## src/rtl/picosoc_regs_pkg.sv

```systemverilog
// rtl/picosoc_regs_pkg.sv - shared widths, state enum and load-queue entry type for the write-back stage
package picosoc_regs_pkg;

  localparam int ADDR_W = 6;
  localparam int DATA_W = 32;

  typedef enum logic {
    INIT,
    RUN
  } wb_state_t;

  typedef struct packed {
    logic [ADDR_W-1:0] addr;
    logic [DATA_W-1:0] data;
  } lq_entry_t;

endpackage

```

## src/rtl/picosoc_wb_fifo.sv

```systemverilog
// rtl/picosoc_wb_fifo.sv - load-result FIFO with per-entry valid bits and a parallel destination compare
module picosoc_wb_fifo
  import picosoc_regs_pkg::*;
#(
  parameter int DEPTH = 2,
  localparam int PTR_W = $clog2(DEPTH),
  localparam int CNT_W = $clog2(DEPTH + 1)
) (
  input  logic             clk,
  input  logic             reset,
  input  logic             push,
  input  lq_entry_t        push_entry,
  input  logic             pop,
  output lq_entry_t        head,
  output logic [CNT_W-1:0] count,
  output logic             full,
  output logic             empty,
  input  logic [4:0]       cmp_addr,
  output logic             hit
);

  lq_entry_t        mem [DEPTH];
  logic [DEPTH-1:0] valid;
  logic [PTR_W-1:0] wr_ptr;
  logic [PTR_W-1:0] rd_ptr;

  // Push only happens when not full and pop only when not empty, so the two never hit the same slot.
  always_ff @(posedge clk or posedge reset) begin
    if (reset) begin
      wr_ptr <= '0;
      rd_ptr <= '0;
      count  <= '0;
      valid  <= '0;
    end else begin
      if (push) begin
        valid[wr_ptr] <= 1'b1;
        wr_ptr        <= wr_ptr + 1'b1;
      end
      if (pop) begin
        valid[rd_ptr] <= 1'b0;
        rd_ptr        <= rd_ptr + 1'b1;
      end
      if (push && !pop) begin
        count <= count + 1'b1;
      end else if (pop && !push) begin
        count <= count - 1'b1;
      end
    end
  end

  always_ff @(posedge clk) begin
    if (push) begin
      mem[wr_ptr] <= push_entry;
    end
  end

  assign head  = mem[rd_ptr];
  assign full  = (count == CNT_W'(DEPTH));
  assign empty = (count == '0);

  always_comb begin
    hit = 1'b0;
    for (int i = 0; i < DEPTH; i++) begin
      if (valid[i] && (mem[i].addr[4:0] == cmp_addr) && (cmp_addr != 5'd0)) begin
        hit = 1'b1;
      end
    end
  end

endmodule

```

## src/rtl/picosoc_regs_wb.sv

```systemverilog
// rtl/picosoc_regs_wb.sv - register-file write-back: post-reset clear sweep, ALU/load arbitration, load hazard lookup
module picosoc_regs_wb #(
  parameter int DATA_W       = picosoc_regs_pkg::DATA_W,
  parameter int ADDR_W       = picosoc_regs_pkg::ADDR_W,
  parameter int LQ_DEPTH     = 2,
  parameter int STARVE_LIMIT = 4
) (
  input  logic              clk,
  input  logic              reset,
  input  logic              alu_valid,
  output logic              alu_ready,
  input  logic [ADDR_W-1:0] alu_addr,
  input  logic [DATA_W-1:0] alu_data,
  input  logic              ld_valid,
  output logic              ld_ready,
  input  logic [ADDR_W-1:0] ld_addr,
  input  logic [DATA_W-1:0] ld_data,
  input  logic [ADDR_W-1:0] hz_addr,
  output logic              hz_pending,
  output logic              init_busy,
  output logic              wen,
  output logic [ADDR_W-1:0] waddr,
  output logic [DATA_W-1:0] wdata
);

  import picosoc_regs_pkg::*;

  localparam int ST_W  = $clog2(STARVE_LIMIT + 1);
  localparam int CNT_W = $clog2(LQ_DEPTH + 1);

  wb_state_t        state;
  wb_state_t        state_nxt;
  logic [4:0]       sweep_cnt;
  logic [ST_W-1:0]  starve_cnt;
  lq_entry_t        lq_in;
  lq_entry_t        lq_head;
  logic [CNT_W-1:0] lq_count;
  logic             lq_full;
  logic             lq_empty;
  logic             lq_hit;
  logic             run;
  logic             alu_wr;
  logic             lq_push;
  logic             lq_pop;

  assign run        = (state == RUN);
  assign alu_ready  = run && (starve_cnt != ST_W'(STARVE_LIMIT));
  assign ld_ready   = run && !lq_full;
  assign init_busy  = !run;
  assign hz_pending = !run || lq_hit;

  // x0 writes are swallowed at the handshake so they never steal a write-port slot.
  assign alu_wr  = alu_valid && alu_ready && (alu_addr[4:0] != 5'd0);
  assign lq_push = ld_valid && ld_ready && (ld_addr[4:0] != 5'd0);
  assign lq_pop  = run && !lq_empty && !alu_wr;
  assign lq_in   = '{addr: ld_addr, data: ld_data};

  picosoc_wb_fifo #(
    .DEPTH(LQ_DEPTH)
  ) u_lq (
    .clk       (clk),
    .reset     (reset),
    .push      (lq_push),
    .push_entry(lq_in),
    .pop       (lq_pop),
    .head      (lq_head),
    .count     (lq_count),
    .full      (lq_full),
    .empty     (lq_empty),
    .cmp_addr  (hz_addr[4:0]),
    .hit       (lq_hit)
  );

  always_ff @(posedge clk or posedge reset) begin
    if (reset) begin
      state <= INIT;
    end else begin
      state <= state_nxt;
    end
  end

  always_comb begin
    state_nxt = state;
    if (state == INIT && sweep_cnt == 5'd31) begin
      state_nxt = RUN;
    end
  end

  always_ff @(posedge clk or posedge reset) begin
    if (reset) begin
      sweep_cnt  <= '0;
      starve_cnt <= '0;
      wen        <= 1'b0;
      waddr      <= '0;
      wdata      <= '0;
    end else if (!run) begin
      wen       <= 1'b1;
      waddr     <= ADDR_W'(sweep_cnt);
      wdata     <= '0;
      sweep_cnt <= sweep_cnt + 1'b1;
    end else begin
      if (alu_wr) begin
        wen   <= 1'b1;
        waddr <= alu_addr;
        wdata <= alu_data;
      end else if (lq_pop) begin
        wen   <= 1'b1;
        waddr <= lq_head.addr;
        wdata <= lq_head.data;
      end else begin
        wen <= 1'b0;
      end
      // Reaching the limit forces alu_ready low, so the counter never runs past it.
      if (lq_pop || lq_count == '0) begin
        starve_cnt <= '0;
      end else begin
        starve_cnt <= starve_cnt + 1'b1;
      end
    end
  end

endmodule

```

## config.mk

```make
export PLATFORM = sky130hd
export DESIGN_NAME = picosoc_regs_wb
export DESIGN_NICKNAME = d
export VERILOG_FILES = /design/src/rtl/picosoc_regs_pkg.sv /design/src/rtl/picosoc_wb_fifo.sv /design/src/rtl/picosoc_regs_wb.sv
export SDC_FILE = /design/constraint.sdc
export NUM_CORES = 1
export LEC_CHECK = 0
export CAP_MARGIN = 20
export CORE_ASPECT_RATIO = 1.25
export CORE_UTILIZATION = 45
export CTS_BUF_LIST = sky130_fd_sc_hd__clkbuf_4
export CTS_CLUSTER_SIZE = 8
export DETAILED_ROUTE_END_ITERATION = 6
export GPL_TIMING_DRIVEN = 0
export HOLD_SLACK_MARGIN = 0.03
export PLACE_DENSITY = 0.76
export SLEW_MARGIN = 20
export SYNTH_ARGS = -nofsm -noshare
export SYNTH_HDL_FRONTEND = slang
export SYNTH_SLANG_ARGS = --single-unit
export TNS_END_PERCENT = 1
```

## constraint.sdc

```tcl
create_clock -name clk -period 3.7 [get_ports clk]
set_input_delay 0.74 -clock clk [delete_from_list [all_inputs] [get_ports clk]]
set_output_delay 0.74 -clock clk [all_outputs]
set_load 0.005 [all_outputs]
```

==> summary.txt, run 1 <==
status = finished, final reports clean
row count = 44
Post-CTS Resized = 0
Core Region = 11800 um^2
Synth top cells by count = edfxtp_1, nand2_1, dfrtp_1
Clock Root Buffer = clkbuf_4
fin util = 62.1%
# DRC = 0
Setup Buffers After CTS = 0
fin crit period = 3520 ps
clock sink count = 130
GRT Overall Usage = 21.4%
first-pass GRT wire length = 20.2 mm
filler instances = 969
cell area after synthesis = 5510 um^2
switching share of total power = 31.9%
setup ws final = 180 ps
CP endpoint kind = output port
CTS tree = yes
Synth area leader = edfxtp_1
Post-Route WL = 12.8 mm
GRT met1 Usage = 25.0%
Async S/R FF share, synth = 41.5%
met2 usage = 38.0%
worst ir drop on vdd = 0.388 mV
Finished Layout Cells = 754
1st-iter DRT viols = 185
kind of critical path = flip-flop to output port
Worst EP arrival = 2780 ps
DPL Wire Length = 9.35 mm
Clock Skew = 24.4 ps
Post-Route Setup TNS = 0 ps
Die Ht = 126 um
FF/Latch Area = 3630 um^2
grt ovf = 0
Clock power frac = 17.9%
CP Max Fanout = 10
number of synthesized flops with an enable pin = 76
Area contributors post-synth = edfxtp_1, dfrtp_1, mux2i_1
LEAKAGE = 2.88 nW
via count = 4014
post-synthesis instance total = 427
worst hold path type = flip-flop to flip-flop
pre-CTS setup slack = 537 ps
Post-synth top flop = edfxtp_1
CTS Buf Count = 17
top-count cell post-synth = edfxtp_1
largest net degree at the start of global routing = 55
sw power = 1.49 mW
synthesized flop and latch total = 130
Layout area overhead = 32.8%
dpl cell area = 7070 um^2
I/O pin count = 129
Die X = 101 um
max frequency = 284 MHz
Final Hold Violating Endpoints = 0
max_cap viols = 0
Min Hold Slack = 508 ps
Avg Vias per Cell = 5.32
Worst Tran Pin Value = 748 ps
Critical Path Start Type = flip-flop
fin crit share = 95.1%
Final setup violation count = 0
clock-pin slew on the worst setup and hold paths = 110 ps
PD cells = 641 nW/um^2
Rel. slew slack = 50.1%
clock buffer depth = 2
Non-Filler Cell Area, Final = 7310 um^2
Skew-Pair Late Insertion Delay = 500 ps
initial antenna violation count = 1
grt peak-use layer = met2
combinational share of power = 36.7%
Initial Utilization = 46.7%
Seq/Total Area, Yosys = 66.0%
gpl congestion = 0.803
cell total after placement = 721
Seq pwr share = 45.4%
Hold-fix buffers, CTS = 0
Synth top area share = 41.5%
unrepaired setup endpoints after global routing = no
internal power = 3.19 mW
Avg WL per Cell = 17.0 um
Mapped Nets = 518
yosys warns = 0
vias in the first global route = 4171
FF-to-FF setup slack = 1520 ps
IO Port Bufs = 127
GR Layer Usage met3 = 5.11%
R2R depth = 5
Layout Nets = 670
Multi-input gate area = 1730 um^2
Antenna Nets Post-Route = 0
WP data required = 2960 ps
die area = 12700 um^2
count of distinct cell types in the synthesized netlist = 42
max-slew violations = 0
Pre-antenna DRT Iters = 4
Synth Area per Inst = 12.9 um^2
CTS HTree Levels = 4
Hold Path Stages = 1
share of layout cells above drive strength 1 = 9.97%
Power Total = 4.69 mW
power by group through the flow:
stage / Sequential (mW) / Clock, mW / Combinational [mW]
floorplan: 2.15 / 0 / 0.942
global placement: 2.17 / 0 / 1.64
detailed placement: 2.16 / 0 / 1.74
CTS: 2.13 / 0.859 / 1.75
global route: 2.17 / 0.921 / 1.88
finish: 2.13 / 0.839 / 1.72
registers in the layout, indices dropped and copies added, names as in the netlist, 2 cells and up:
register and cells:
starve_cnt 3, sweep_cnt 5, u_lq.count 2, u_lq.mem 76
u_lq.valid 2, waddr 6, wdata 32
cell type report:
type / count / area share (%)
sequential: 130 / 49.7
multi-input combinational: 262 / 23.6
timing repair buffer: 133 / 18.4
tap: 161 / 2.75
clock buffer: 23 / 2.36
buffer: 26 / 1.73
clock inverter: 9 / 0.941
inverter: 9 / 0.496
antenna: 1 / 0.0342
worst max-delay path, cell delays in order (launching register included):
cell and delay, ps:
dfrtp_1 390, buf_2 190, inv_2 160, buf_1 490, clkbuf_1 460, clkdlybuf4s50_1 600
worst paths after layout:
kind | startpoint | to
max in group asynchronous | reset | wdata[22]$_DFFE_PP0P_
worst min-delay path | waddr[1]$_DFFE_PP0P_ | waddr[1]$_DFFE_PP0P_
worst max-delay path | run$_DFFE_PP0P_ | init_busy
min in group asynchronous | reset | wdata[8]$_DFFE_PP0P_
worst min register to register | waddr[1]$_DFFE_PP0P_ | waddr[1]$_DFFE_PP0P_
worst max register to register | run$_DFFE_PP0P_ | u_lq.mem[1][10]$_DFFE_PP_
logic make-up after synthesis:
family | after synthesis | synth area share (%)
XOR/XNOR | 18 | 2.86
multiplexers | 41 | 7.61
flip-flops | 130 | 66.0
AO/OA/AOI/OAI | 95 | 11.5
buffers and inverters | 35 | 2.91
AND/OR/NAND/NOR | 103 | 8.02
adder cells (fa/ha/maj) | 5 | 1.14
cells in the final DEF (no fill, tap or decap), drive strengths merged, types with 2 or more instances in the layout:
| cell type | synthesis | final |
|---|---|---|
| nand3 | 3 | 3 |
| o21ai | 3 | 3 |
| nand4 | 3 | 3 |
| o22a | 3 | 3 |
| xnor2 | 7 | 7 |
| clkdlybuf4s50 | 0 | 127 |
| mux2 | 4 | 4 |
| a211oi | 2 | 2 |
| xor2 | 11 | 11 |
| nor4 | 2 | 2 |
| nor3 | 3 | 3 |
| and3 | 2 | 2 |
| clkinvlp | 0 | 2 |
| o211ai | 35 | 35 |
| nor3b | 2 | 2 |
| mux2i | 37 | 37 |
| ha | 5 | 5 |
| a21oi | 42 | 42 |
| inv | 9 | 9 |
| edfxtp | 76 | 76 |
| clkbuf | 8 | 31 |
| buf | 18 | 24 |
| nor2 | 16 | 16 |
| or2 | 3 | 3 |
| dfrtp | 54 | 54 |
| nand2 | 68 | 68 |
| clkinv | 0 | 6 |
per-layer routing:
metal / share of wire (%) / routed length, um
met1: 40 / 5140
met3: 4.2 / 535
met5: 0 / 0
met2: 54 / 6860
met4: 2.0 / 253
No activity file was read; power rests on OpenSTA's default activity.
==> run 2, diff against run 1 <==
--- a/config.mk
+++ b/config.mk
@@ -6,7 +6,7 @@
 export NUM_CORES = 1
 export LEC_CHECK = 0
 export CAP_MARGIN = 20
-export CORE_ASPECT_RATIO = 1.25
+export CORE_ASPECT_RATIO = 0.75
 export CORE_UTILIZATION = 45
 export CTS_BUF_LIST = sky130_fd_sc_hd__clkbuf_4
 export CTS_CLUSTER_SIZE = 8
==> run 2 against run 1 <==
Against the previous run: non-clock buffer count is 1 higher; critical path type unchanged; cell area is 0.14% higher; clock skew is 8.6 ps lower; worst setup slack better by 98 ps; sequential share of layout area is 0.068 points lower; worst hold slack better by 2.4 ps; clock power is 6.9% higher; first-iteration DRC count is 42% higher; final cell count is 0.13% higher; wire length is 4.4% higher; largest cell class unchanged.
==> summary.txt, run 2 (same netlist as run 1, synthesis figures left out) <==
PD cells = 651 nW/um^2 (+1.6%)
CP Max Fanout = 10 (unchanged)
largest net degree at the start of global routing = 55 (unchanged)
CTS HTree Levels = 4 (unchanged)
CP endpoint kind = output port
IO Port Bufs = 127 (unchanged)
clock-pin slew on the worst setup and hold paths = 110 ps (about the same)
share of layout cells above drive strength 1 = 10.6% (+0.66 points)
Die X = 130 um (+29%)
Power Total = 4.77 mW (+1.8%)
1st-iter DRT viols = 262 (+42%)
I/O pin count = 129 (unchanged)
worst ir drop on vdd = 0.338 mV (-13%)
gpl congestion = 0.798 (-0.52%)
Largest regs = u_lq.mem x76, wdata x32, waddr x6
kind of critical path = flip-flop to output port
FF-to-FF setup slack = 1390 ps (-130 ps)
grt ovf = 0 (unchanged)
first-pass GRT wire length = 21.3 mm (+5.1%)
max-slew violations = 0 (unchanged)
Layout Nets = 671 (+0.15%)
status = finished, final reports clean
DPL Wire Length = 9.60 mm (+2.7%)
Avg WL per Cell = 17.7 um (+4.2%)
CTS tree = yes
met1 WL = 5.97 mm (+16%)
R2R depth = 5 (unchanged)
Worst Tran Pin Value = 788 ps (+40.5 ps)
Die Ht = 97.8 um (-22%)
Pre-antenna DRT Iters = 5 (+1)
FF-to-FF End = u_lq.mem[1][3]$_DFFE_PP_
Critical Path Start Type = flip-flop
CTS Buf Count = 17 (unchanged)
Clock Root Buffer = clkbuf_4
max FFs per register = 76 (unchanged)
Clock Skew = 15.7 ps (-8.61 ps)
antenna fix cells = 0 (-1)
worst hold path type = flip-flop to flip-flop
die area = 12700 um^2 (about the same)
initial antenna violation count = 0 (-1)
clock sink count = 130 (unchanged)
LEAKAGE = 2.90 nW (+0.53%)
max frequency = 292 MHz (+2.9%)
Post-Route Setup TNS = 0 ps (unchanged)
row count = 34 (-23%)
Highest Signal Layer = met4
Core Region = 11700 um^2 (-0.34%)
Post-Route WL = 13.4 mm (+4.4%)
Antenna Nets Post-Route = 0 (unchanged)
WL met3 = 1.04 mm (+94%)
hold path startpoint = waddr[1]$_DFFE_PP0P_
WP data required = 2960 ps (about the same)
Reg-to-Reg Start = run$_DFFE_PP0P_
commonest non-fill, non-tap cell in the layout = clkdlybuf4s50_1
Rel. slew slack = 47.4% (-2.8 points)
Final setup violation count = 0 (unchanged)
clock buffer depth = 2 (unchanged)
Final Hold Violating Endpoints = 0 (unchanged)
most frequent cells in the layout = clkdlybuf4s50_1, edfxtp_1, nand2_1, dfrtp_1, a21oi_1
fin crit share = 92.5% (-2.7 points)
setup ws final = 279 ps (+98.2 ps)
Biggest register = u_lq.mem
met2 WL = 6.12 mm (-11%)
pre-CTS setup slack = 424 ps (-113 ps)
Layout area overhead = 33.0%
Hold Path Stages = 1 (unchanged)
GRT Overall Usage = 22.8% (+1.4 points)
vias in the first global route = 4117 (-1.3%)
Worst Setup SP = run$_DFFE_PP0P_
WHS Endpoint = waddr[1]$_DFFE_PP0P_
via count = 3969 (-1.1%)
max_cap viols = 0 (unchanged)
Initial Utilization = 46.9% (+0.16 points)
unrepaired setup endpoints after global routing = no
# DRC = 0 (unchanged)
Setup Buffers After CTS = 0 (unchanged)
filler instances = 914 (-5.7%)
Avg Vias per Cell = 5.26 (-1.3%)
Skew-Pair Late Insertion Delay = 530 ps (+30 ps)
fin crit period = 3420 ps (-98.2 ps)
Worst EP arrival = 2680 ps (-100 ps)
==> run 2: changes by cell type in the layout (fill, tap and decap cells not counted) <==
cell / before / now
buf_1: 5 / 4
clkbuf_2: 0 / 1
bufinv_16: 1 / 2
clkinv_1: 5 / 3
buf_6: 2 / 4
clkbuf_4: 23 / 18
buf_16: 1 / 0
clkinv_2: 1 / 7
diode_2: 1 / 0
==> run 2: per-layer routing <==
| layer | vias up | GRT usage (%) |
|---|---|---|
| met5 | - | 0 |
| met4 | 0 | 9.84 |
| met3 | 20 | 6.19 |
| met2 | 164 | 35.1 |
| met1 | 1914 | 30.6 |
| li1 | 1871 | - |
==> run 2: worst max-delay path by stage <==
stage                                          to
after global routing                    init_busy
after detailed placement               hz_pending
after global placement    u_lq.valid[0]$_DFF_PP0_
after CTS                               alu_ready
after floorplan           u_lq.valid[0]$_DFF_PP0_
final                                   init_busy
==> run 2: per-stage QoR <==
step	hold slack, ps	cell area (um^2)	util (%)	std cells
floorplan	455	5510	-	427
global placement	476	6980	59.5	716
detailed placement	481	7070	60.2	723
CTS	505	7320	62.4	755
global route	536	7320	62.4	755
finish	510	7320	62.4	755
==> run 2: report_power, final <==
part | internal, mW | switching [mW]
sequential | 1.96 | 0.187
combinational | 0.862 | 0.868
clock | 0.392 | 0.504
total | 3.21 | 1.56
==> run 2: final cells by class <==
cell class,count,area [um^2],area share (%)
well taps,162,203,2.77
repair buffers,134,1340,18.3
clock buffers,18,135,1.85
inverters,9,36.3,0.495
clock inverters,14,121,1.66
flip-flops and latches,130,3630,49.6
multi-input cells,262,1730,23.6
plain buffers,26,128,1.74
==> run 2: repair_timing <==
item	CTS	global route
hold buffers	0	0
setup endpoints to repair	0	1
resized for setup	0	1
==> run 2: critical path: stages (launching register included) <==
cell and delay (ps):
dfrtp_1 390, buf_2 190, inv_2 160, buf_1 450
clkbuf_1 380, clkdlybuf4s50_1 580
